[src/rtl/hist_seq_ctrl.sv]
// hist_seq_ctrl: per-event sequencer that clears the histogram, streams hits into it,
// drains it and holds the maximum bin/count as a result until accepted.
module hist_seq_ctrl #(
  parameter int THETA_BINS   = 128,
  parameter int DRAIN_CYCLES = 6
) (
  input  logic       clk,
  input  logic       rst,
  input  logic       start,
  output logic       busy,
  input  logic [7:0] hit_tdata,
  input  logic       hit_tvalid,
  input  logic       hit_tlast,
  output logic       hit_tready,
  output logic [7:0] hist_rbin_tdata,
  output logic       hist_rbin_tvalid,
  output logic       hist_enable,
  output logic       hist_reset_rbins,
  input  logic [6:0] hist_max_rbin,
  input  logic [3:0] hist_max_count,
  input  logic       hist_max_vld,
  output logic [6:0] res_rbin,
  output logic [3:0] res_count,
  output logic [7:0] res_nhits,
  output logic       res_empty,
  output logic       res_valid,
  input  logic       res_ready
);
  localparam int CW = $clog2(THETA_BINS + DRAIN_CYCLES + 2) + 1;
  typedef enum logic [2:0] {IDLE, CLEAR, FILL, DRAIN, DONE} state_t;
  state_t r_state;
  logic [CW-1:0] r_cnt;
  logic w_acc, w_cap;
  assign w_acc = hit_tvalid & hit_tready;
  assign w_cap = hist_max_vld & (r_state == FILL || r_state == DRAIN);
  always_ff @(posedge clk or posedge rst) begin
    if (rst) begin
      r_state          <= IDLE;
      r_cnt            <= '0;
      busy             <= 1'b0;
      hit_tready       <= 1'b0;
      hist_rbin_tdata  <= '0;
      hist_rbin_tvalid <= 1'b0;
      hist_enable      <= 1'b0;
      hist_reset_rbins <= 1'b0;
      res_rbin         <= '0;
      res_count        <= '0;
      res_nhits        <= '0;
      res_empty        <= 1'b0;
      res_valid        <= 1'b0;
    end else begin
      hist_rbin_tvalid <= w_acc;
      if (w_acc) hist_rbin_tdata <= hit_tdata;
      // capture also lands on the cycle that leaves FILL or DRAIN
      if (w_cap) begin
        res_rbin  <= hist_max_rbin;
        res_count <= hist_max_count;
        res_empty <= 1'b0;
      end
      case (r_state)
        IDLE: if (start) begin
          r_state          <= CLEAR;
          r_cnt            <= '0;
          busy             <= 1'b1;
          hist_reset_rbins <= 1'b1;
          res_rbin         <= '0;
          res_count        <= '0;
          res_nhits        <= '0;
          res_empty        <= 1'b1;
        end
        CLEAR: begin
          r_cnt <= r_cnt + 1'b1;
          if (r_cnt == CW'(THETA_BINS + 1)) begin
            r_state          <= FILL;
            r_cnt            <= '0;
            hist_reset_rbins <= 1'b0;
            hist_enable      <= 1'b1;
            hit_tready       <= 1'b1;
          end
        end
        FILL: begin
          if (w_acc && !hit_tdata[7] && res_nhits != 8'hFF) res_nhits <= res_nhits + 1'b1;
          if (w_acc && hit_tlast) begin
            r_state    <= DRAIN;
            hit_tready <= 1'b0;
          end
        end
        DRAIN: begin
          r_cnt <= r_cnt + 1'b1;
          if (r_cnt == CW'(DRAIN_CYCLES - 1)) begin
            r_state     <= DONE;
            hist_enable <= 1'b0;
            res_valid   <= 1'b1;
          end
        end
        DONE: if (res_ready) begin
          r_state   <= IDLE;
          res_valid <= 1'b0;
          busy      <= 1'b0;
        end
        default: r_state <= IDLE;
      endcase
    end
  end
endmodule

[config.mk]
export PLATFORM = sky130hd
export DESIGN_NAME = hist_seq_ctrl
export DESIGN_NICKNAME = d
export VERILOG_FILES = /design/src/rtl/hist_seq_ctrl.sv
export SDC_FILE = /design/constraint.sdc
export NUM_CORES = 1
export LEC_CHECK = 0
export CAP_MARGIN = 20
export CORE_UTILIZATION = 48
export DETAILED_ROUTE_END_ITERATION = 7
export PLACE_DENSITY = 0.87
export SETUP_SLACK_MARGIN = 0.02
export SYNTH_ARGS = -nofsm -noshare
export SYNTH_HDL_FRONTEND = slang
export SYNTH_SLANG_ARGS = --single-unit
export TNS_END_PERCENT = 20
[constraint.sdc]
create_clock -name clk -period 2.29 [get_ports clk]
set_clock_uncertainty 0.2 [all_clocks]
set_input_delay 0.229 -clock clk [delete_from_list [all_inputs] [get_ports clk]]
set_output_delay 0.229 -clock clk [all_outputs]
set_load 0.1 [all_outputs]
# Word-level counts from Yosys, hierarchy flattened

Cells that the tools add are included.

Register bits: 46
Latch bits: 0
Memory bits (writable): 0
Memory bits (read-only): 0
Bits of input ports: 26
Output and inout port bits: 34
Word-level logic and storage cells: 84
Memories kept: 0

Add/sub/neg operators: 2
$mul: 0
Div/mod/pow operators: 0
Order comparisons: 0
Eq/ne operators: 13
Shift operators: 0
Multiplexer cells: 33
Bitwise operators: 2
Reductions and logical operators: 21

Operators by type and width:

| operator                                       | number |
|---|---|
| one-hot mux 9 bit (3 select lines)             | 1 |
| two-way mux 7 bit                              | 3 |
| two-way mux 9 bit                              | 2 |
| AND reduction 3 bit                            | 6 |
| two-way mux 8 bit                              | 2 |
| one-hot mux 8 bit (2 select lines)             | 1 |
| two-way mux 3 bit                              | 5 |
| one-hot mux 3 bit (5 select lines)             | 1 |
| two-way mux 4 bit                              | 3 |
| nonzero test 2 bit                             | 6 |
| two-way mux 1 bit                              | 10 |
| one-hot mux 1 bit (2 select lines)             | 5 |
| adder 9 x 1 -> 9 bit (second input constant)   | 1 |
| == test 9 x 3 -> 1 bit (second input constant) | 1 |
| == test 9 x 8 -> 1 bit (second input constant) | 1 |
| adder 8 x 1 -> 8 bit (second input constant)   | 1 |
| != test 8 bit (second input constant)          | 1 |
| == test 3 x 2 -> 1 bit (second input constant) | 2 |
| != test 2 x 1 -> 1 bit (second input constant) | 3 |
| != test 2 bit (second input constant)          | 3 |
| AND reduction 5 bit                            | 1 |
| == test 3 x 1 -> 1 bit (second input constant) | 1 |
| == test 3 bit (second input constant)          | 1 |
| logical AND 1 bit                              | 3 |
| 6 further kinds                                | 7 |

# Logic depth before layout (Yosys ltp)

Gate-level depths: netlist (run 1).

Depth after elaboration: 6
Mapped depth: 6
Mapped depth without buffers: 6

# Worst setup path before layout (run 1)

OpenSTA, ideal clock, no wires.

Path type: register to register
Start point: register res_nhits[1]
End point: register res_nhits[5]
Setup time: 0.124 ns
Arrival time: 2.224 ns
Required time: 1.966 ns
Setup slack: -0.258 ns
Cell stages (with the launch flop): 6
Buffers on the path: 0
Clock period less this slack: 2.548 ns
Path through: dfrtp_1 > ha_1 > nand4_2 > o2111a_2 > and3_1 > a211o_1

Word-level cells in the longest chain between the ends: 4
Elaborated cells between the ends (all ways): 7
Classes of those cells: add/sub (1); eq/ne (2); mux (2); reduce/logical (2)

Ends and longest elaborated chain:

| element                                                      | line | source |
|---|---|---|
| from (decl)                                                  | 24   | `output logic [7:0] res_nhits,` |
| from (signal assigned)                                       | 82   | `if (w_acc && !hit_tdata[7] && res_nhits != 8'hFF) res_nhits <= res_nhits + 1'b1;` |
| branches (longest 4 deep; another with adder 8 x 1 -> 8 bit) | n/a  |  |

Several ways; the timed one is not identified. The select of a mux whose other input is x is not followed.
A chain may end at the register's enable or synchronous reset.

# Final worst setup path (run 1)

Ends and elaborated chain as after synthesis.

==> results.ini, run 1 <==
[hold_path]
hp-class = input pin to async pin

[timing]
tns_ps = 0
holdWs_ps = 75.58
layout_min_cycle_time_ps = 1935
max_freq_mhz = 516.9
hold_viol = 0
setup_viol = 0
worstMarginPinSlew_ps = 525.9
fin_crit_sh_pct = 84.49
final_max_slew_viol_count = 0
slew_headroom_pct = 64.81
rsz0062_at_grt = no

[power]
p_clk_share_pct = 15.5
p_sw_share_pct = 50.79
power_mw = 3.834
internal_power_mw = 1.887
switching_power_mw = 1.947
power_density_nw_per_um2 = 1290
seqPwrFrac_pct = 32.3
p_leak_nw = 1.464
p_comb_share_pct = 52.2
ir_worst_vdd_mv = 0.6833

[placed_design]
hpwl_um = 3447
routabilityCongestion = 0.8495
portBuffers = 59
placed_area_um2 = 2861

[routing]
drt-total-wl_um = 4737
dr.pass1.iters = 6
vias = 1825
drcViolationCount = 6
vias_per_cell = 5.530
wl_per_cell_um = 14.35
drt-initial-drc-count = 164
detail-route-antenna-nets = 0

[critical_path]
crit_arrival_ps = 1920
path_class = register to register
crit_fanout = 8
critPathLaunch = res_nhits[1]
crit_path_end_kind = register
critPathLaunchType = register
regToRegStartpoint = res_nhits[1]
crit_required_ps = 2280

[logic_synthesis]
synthArstFlopShare_pct = 100.0
yosysSeqAreaShare_pct = 50.38
synth-simple-area-share_pct = 21.41
synth_fa_ha_area_share_pct = 1.643
yosysTopAreaCellShare_pct = 50.38
yosys_warnings = 0
synth_top_family_by_area = simple AND/OR/NAND/NOR gates
muxShareOfSynthArea_pct = 10.51
synth_nets = 242
synthTopCellsByArea = dfrtp_1 (50%), mux2i_1 (6.6%), mux2_2 (3.9%)
synth_xor_area_share_pct = 0.3834
yosys.cell_types.count = 50
synth_area_um2 = 2285
synth_edf_count = 0
synth-compound-area-share_pct = 11.23
synthCells = 213
synth-seq-cells = 46
ys_dominant_reg_cell = dfrtp_1
synth.largest_area_cell = dfrtp_1
syn_area_per_cell_um2 = 10.73

[final_layout]
antennaDiodeCount = 0
fillers = 344
nets = 306
syn_to_final_growth_pct = 30.07
multi_input_area_um2 = 1041
fin_area_um2 = 2972
layout-drive-gt1-share_pct = 26.62
seq_area_um2 = 1155

[grt]
grt_pass1_vias = 1698
grt_start_max_net_pins = 25
grt_pass1_wl_um = 7969
track_usage_pct = 20.03
antenna_found_initial = 0
grt_overflow = 0

[floorplan]
ios = 60
floorplan.initialDensity_pct = 51.06
core_area_um2 = 4474
dieWidth_um = 70.99
fp-row-count = 24
die_y_um = 70.99
dieArea_um2 = 5040

[clock_network]
tritoncts = done
post_cts_buffers = 0
numCtsBuffers = 5
post_cts_resized = 0
htreeDepth = 2
clock_path_buffers = 2
clock_tree.root_cell = clkbuf_8
clkTransAtPathRegs_ps = 90
clock_latency_ps = 290
hold_buffers = 0
cts_sinks = 46

[flow_run]
maxCapViolCount = 0

[outcome]
violations = design-rule violations
outcome = finished, violations left

[state kept, by name (all words and copies together), names as in the netlist]
register	flops
r_cnt	9
res_empty	1
res_count	4
busy	1
hit_tready	1
res_rbin	7
hist_enable	1
r_state	3
res_valid	1
hist_reset_rbins	1
hist_rbin_tdata	8
res_nhits	8
hist_rbin_tvalid	1
[stage by stage]
stage	std cells	worst slack (ps)	utilization (%)
floorplan	213	-33.72	-
global placement	322	293.1	63.95
detailed placement	322	234.2	63.95
CTS	330	361.9	66.42
global route	330	208.9	66.42
finish	330	355.2	66.42
[synth_stat cells (3+ instances only)]
cell type,instances
dfrtp_1,46
nor2_1,21
nand2_1,20
mux2i_1,15
nand3_1,12
inv_1,10
o21ai_0,9
mux2_2,8
or3_1,4
a211o_1,3
a21oi_1,3
and3_1,3
buf_2,3
buf_6,3
ha_1,3
nand3b_1,3
nor2b_1,3
nor3_1,3
nor4_1,3
[metal layers]
| layer | routed length (um) | global-route usage (%) |
|---|---|---|
| met1 | 2128 | 26.87 |
| met2 | 2307 | 33.01 |
| met3 | 249 | 4.274 |
| met4 | 52 | 5.778 |
| met5 | 0 | 0 |
[cell type report]
cell class / count / area share [%]
clock inverter: 2 / 1.263
sequential: 46 / 38.86
tap: 52 / 2.189
timing repair buffer: 65 / 18.95
multi-input combinational: 149 / 35.03
inverter: 10 / 1.263
clock buffer: 6 / 2.442
[power by group through the flow]
stage | Combinational, mW | Sequential (mW) | Clock [mW]
after floorplan | 0.688 | 2.15 | 0
after detailed placement | 2.01 | 1.25 | 0
after CTS | 2.02 | 1.24 | 0.611
after global routing | 2.12 | 1.27 | 0.638
final | 2.00 | 1.24 | 0.594
after global placement | 1.98 | 1.24 | 0
[cells in the final DEF (no fill, tap or decap), types with 2 or more instances in the layout]
cell type / instances
nand3b_1: 3
a31oi_1: 2
clkbuf_8: 5
nor2_1: 21
mux2_2: 8
nor3_1: 3
dfrtp_2: 3
nor3b_1: 2
and3_1: 3
a211o_1: 3
mux2i_1: 15
nor4_1: 3
o211a_1: 2
nand3_1: 12
or3_1: 4
nand2_1: 20
o21ai_0: 9
nor2b_1: 3
clkdlybuf4s50_1: 25
buf_4: 39
a21oi_1: 3
ha_1: 3
inv_1: 9
dfrtp_1: 43
nand4_1: 2
o22ai_1: 2
or2_2: 2
[final timing paths]
check / cells after the start / to / slack, ps
max: 5 / res_nhits[5] / 360
min: 2 / res_rbin[6] / 80
min in group clk: 1 / res_empty / 280
min reg2reg: 1 / res_empty / 280
max in group asynchronous: 3 / hit_tready / 1290
max reg2reg: 5 / res_nhits[5] / 360
[logic make-up (layout without fill, tap and decap cells)]
group / Yosys count / in the layout
buf+inv: 18 / 83
compound gates: 34 / 34
xor+xnor: 1 / 1
simple gates: 88 / 88
mux: 23 / 23
flops: 46 / 46
fa+ha+maj: 3 / 3
[worst max-delay path, stage by stage (launching register included)]
cell and delay [ps]:
dfrtp_2 410, ha_1 250, nand4_2 180, o2111a_2 370, and3_1 180, a211o_1 250
Power figures use the tool's default switching activity.
==> inputs of run 2 (changes only) <==
Clock period 2.29 ns to 2 ns, I/O delays scaled along.
==> run 2 against run 1 <==
The flow still finishes with violations (design-rule violations). Count of clock-buffer cells in the layout rose by 1. Sequential cell count did not move. Clock power is 1% lower. Utilization is 2.4 points higher. Die area is the same.
==> results.ini, run 2 (synthesized netlist as in run 1, its figures left out) <==
[clock_network]
hold_buffers = 0  ; unchanged
clock_tree.root_cell = clkbuf_8  ; unchanged
cts_sinks = 46  ; unchanged
htreeDepth = 2  ; unchanged
clkTransAtPathRegs_ps = 80  ; was 90 ps
clock_path_buffers = 2  ; unchanged
clock_latency_ps = 300  ; was 290 ps
numCtsBuffers = 5  ; unchanged
post_cts_resized = 0  ; unchanged
tritoncts = done  ; unchanged
post_cts_buffers = 0  ; unchanged

[timing]
rsz0062_at_grt = yes  ; was no
fin_crit_sh_pct = 94.48  ; was 84.49%
layout_min_cycle_time_ps = 1890  ; was 1935 ps
holdWs_ps = 38.68  ; was 75.58 ps
worstMarginPinSlew_ps = 459.6  ; was 525.9 ps
slew_headroom_pct = 69.31  ; was 64.81%
max_freq_mhz = 529.2  ; was 516.9 MHz
fin_ws_ps = 110.3  ; was 355.2 ps
hold_viol = 0  ; unchanged
setup_viol = 0  ; unchanged
tns_ps = 0  ; unchanged
final_max_slew_viol_count = 0  ; unchanged

[floorplan]
dieArea_um2 = 5040  ; unchanged
fp-row-count = 24  ; unchanged
core_area_um2 = 4474  ; unchanged
dieWidth_um = 70.99  ; unchanged
floorplan.initialDensity_pct = 51.06  ; unchanged
die_y_um = 70.99  ; unchanged
ios = 60  ; unchanged

[final_layout]
nets = 311  ; was 306
final_cell_mix = buf_4 (40), dfrtp_1 (36), clkdlybuf4s50_1 (25)  ; was dfrtp_1 (43), buf_4 (39), clkdlybuf4s50_1 (25)
final_util_pct = 68.79  ; was 66.42%
fillers = 328  ; was 344
syn_to_final_growth_pct = 34.72  ; was 30.07%
final_common_cell = buf_4  ; was dfrtp_1
largest_reg_flops = 9  ; unchanged
largestRegisters = r_cnt: 9 flops, hist_rbin_tdata: 8 flops, res_nhits: 8 flops  ; unchanged
largest-register = r_cnt  ; unchanged
antennaDiodeCount = 0  ; unchanged
layout-drive-gt1-share_pct = 30.74  ; was 26.62%

[routing]
vias_per_cell = 5.516  ; was 5.530
detail-route-antenna-nets = 0  ; unchanged
drt-initial-drc-count = 142  ; was 164
dr.pass1.iters = 8  ; was 6
wl_per_cell_um = 14.99  ; was 14.35 um
drcViolationCount = 6  ; unchanged
drt-total-wl_um = 5021  ; was 4737 um
vias = 1848  ; was 1825

[flow_run]
maxCapViolCount = 0  ; unchanged

[grt]
antenna_found_initial = 0  ; unchanged
grt_start_max_net_pins = 23  ; was 25
grt_pass1_vias = 1811  ; was 1698
grt_overflow = 0  ; unchanged
grt_pass1_wl_um = 8528  ; was 7969 um
track_usage_pct = 21.60  ; was 20.03%

[critical_path]
crit_arrival_ps = 1900  ; was 1920 ps
crit_fanout = 5  ; was 8
max_stage_delay_ps = 420  ; was 410 ps
critPathLaunchType = register  ; unchanged
path_cells = inv_1 > ha_1 > nor2b_1 > nand3_1 > or3_1 > o21ai_0  ; was ha_1 > nand4_2 > o2111a_2 > and3_1 > a211o_1
regToRegStartpoint = r_cnt[1]  ; was res_nhits[1]
crit_required_ps = 2010  ; was 2280 ps
path_class = register to register  ; unchanged
crit_slowest_cell = dfrtp_1  ; was dfrtp_2
critPathLaunch = r_cnt[1]  ; was res_nhits[1]
crit_path_end_kind = register  ; unchanged

[placed_design]
routabilityCongestion = 0.8270  ; was 0.8495
portBuffers = 59  ; unchanged
pre_cts_ws_ps = 96.76  ; was 234.2 ps
hpwl_um = 3625  ; was 3447 um

[outcome]
violations = design-rule violations  ; unchanged
outcome = finished, violations left  ; unchanged

[hold_path]
hp-class = input pin to async pin  ; unchanged

[power]
p_leak_nw = 1.486  ; was 1.464 nW
ir_worst_vdd_mv = 0.8004  ; was 0.6833 mV
power_density_nw_per_um2 = 1416  ; was 1290 nW/um2

[run 2: cell types whose count changed in the layout (fill, tap and decap cells not counted), sizes merged]
cell	change
buf	+5
bufinv	-1
clkbuf	+1
clkinv	+1
clkinvlp	-1
[run 2: worst paths after layout]
path / to / slack, ps / cells after the start
min in group clk: res_empty / 290 / 1
setup / recovery: r_state[2] / 110 / 6
setup reg to reg: r_state[2] / 110 / 6
hold / removal: res_nhits[0] / 40 / 2
max in group asynchronous: res_rbin[2] / 1080 / 3
hold reg to reg: res_empty / 290 / 1
[run 2: power breakdown]
group / leakage (nW) / internal (mW) / switching, mW
registers: 0.568 / 1.17 / 0.254
clock network: 0.0482 / 0.279 / 0.308
logic: 0.869 / 0.659 / 1.69
total: 1.49 / 2.11 / 2.25
[run 2: cell type report]
class / count / area (um2) / area share (%)
Clock buffer: 7 / 86.33 / 2.805
Multi-Input combinational cell: 149 / 1062 / 34.51
Timing Repair Buffer: 70 / 650.6 / 21.14
Inverter: 10 / 37.54 / 1.220
Clock inverter: 1 / 5.005 / 0.1626
Sequential cell: 46 / 1171 / 38.05
Tap cell: 52 / 65.06 / 2.114
[run 2: critical path: cells and delay by family (launching register included)]
family	cells	cell delay (ps)
simple gates	3	890
flops	1	420
compound gates	1	100
fa+ha+maj	1	130
buf+inv	1	80
[run 2: metal layers]
metal / wire length, um / up-vias / track usage, %
met1: 2257 / 895 / 29.15
met3: 294 / 5 / 4.416
met4: 60 / 0 / 6.889
met5: 0 / - / 0
li1: - / 896 / -
met2: 2408 / 52 / 35.26
[run 2: per-stage QoR]
| step | power (mW) | instance area (um2) | instances |
|---|---|---|---|
| global route | 4.574 | 3078 | 335 |
| detailed placement | 3.791 | 2985 | 327 |
| global placement | 3.744 | 2985 | 327 |
| floorplan | 3.251 | 2325 | 213 |
| CTS | 4.371 | 3077 | 335 |
| finish | 4.358 | 3078 | 335 |
==> inputs of run 3 (changes only) <==
Settings changed: SLEW_MARGIN from default to 10.
==> results of run 3 <==
The final DEF is identical to that of run 2; final timing and power are the same.
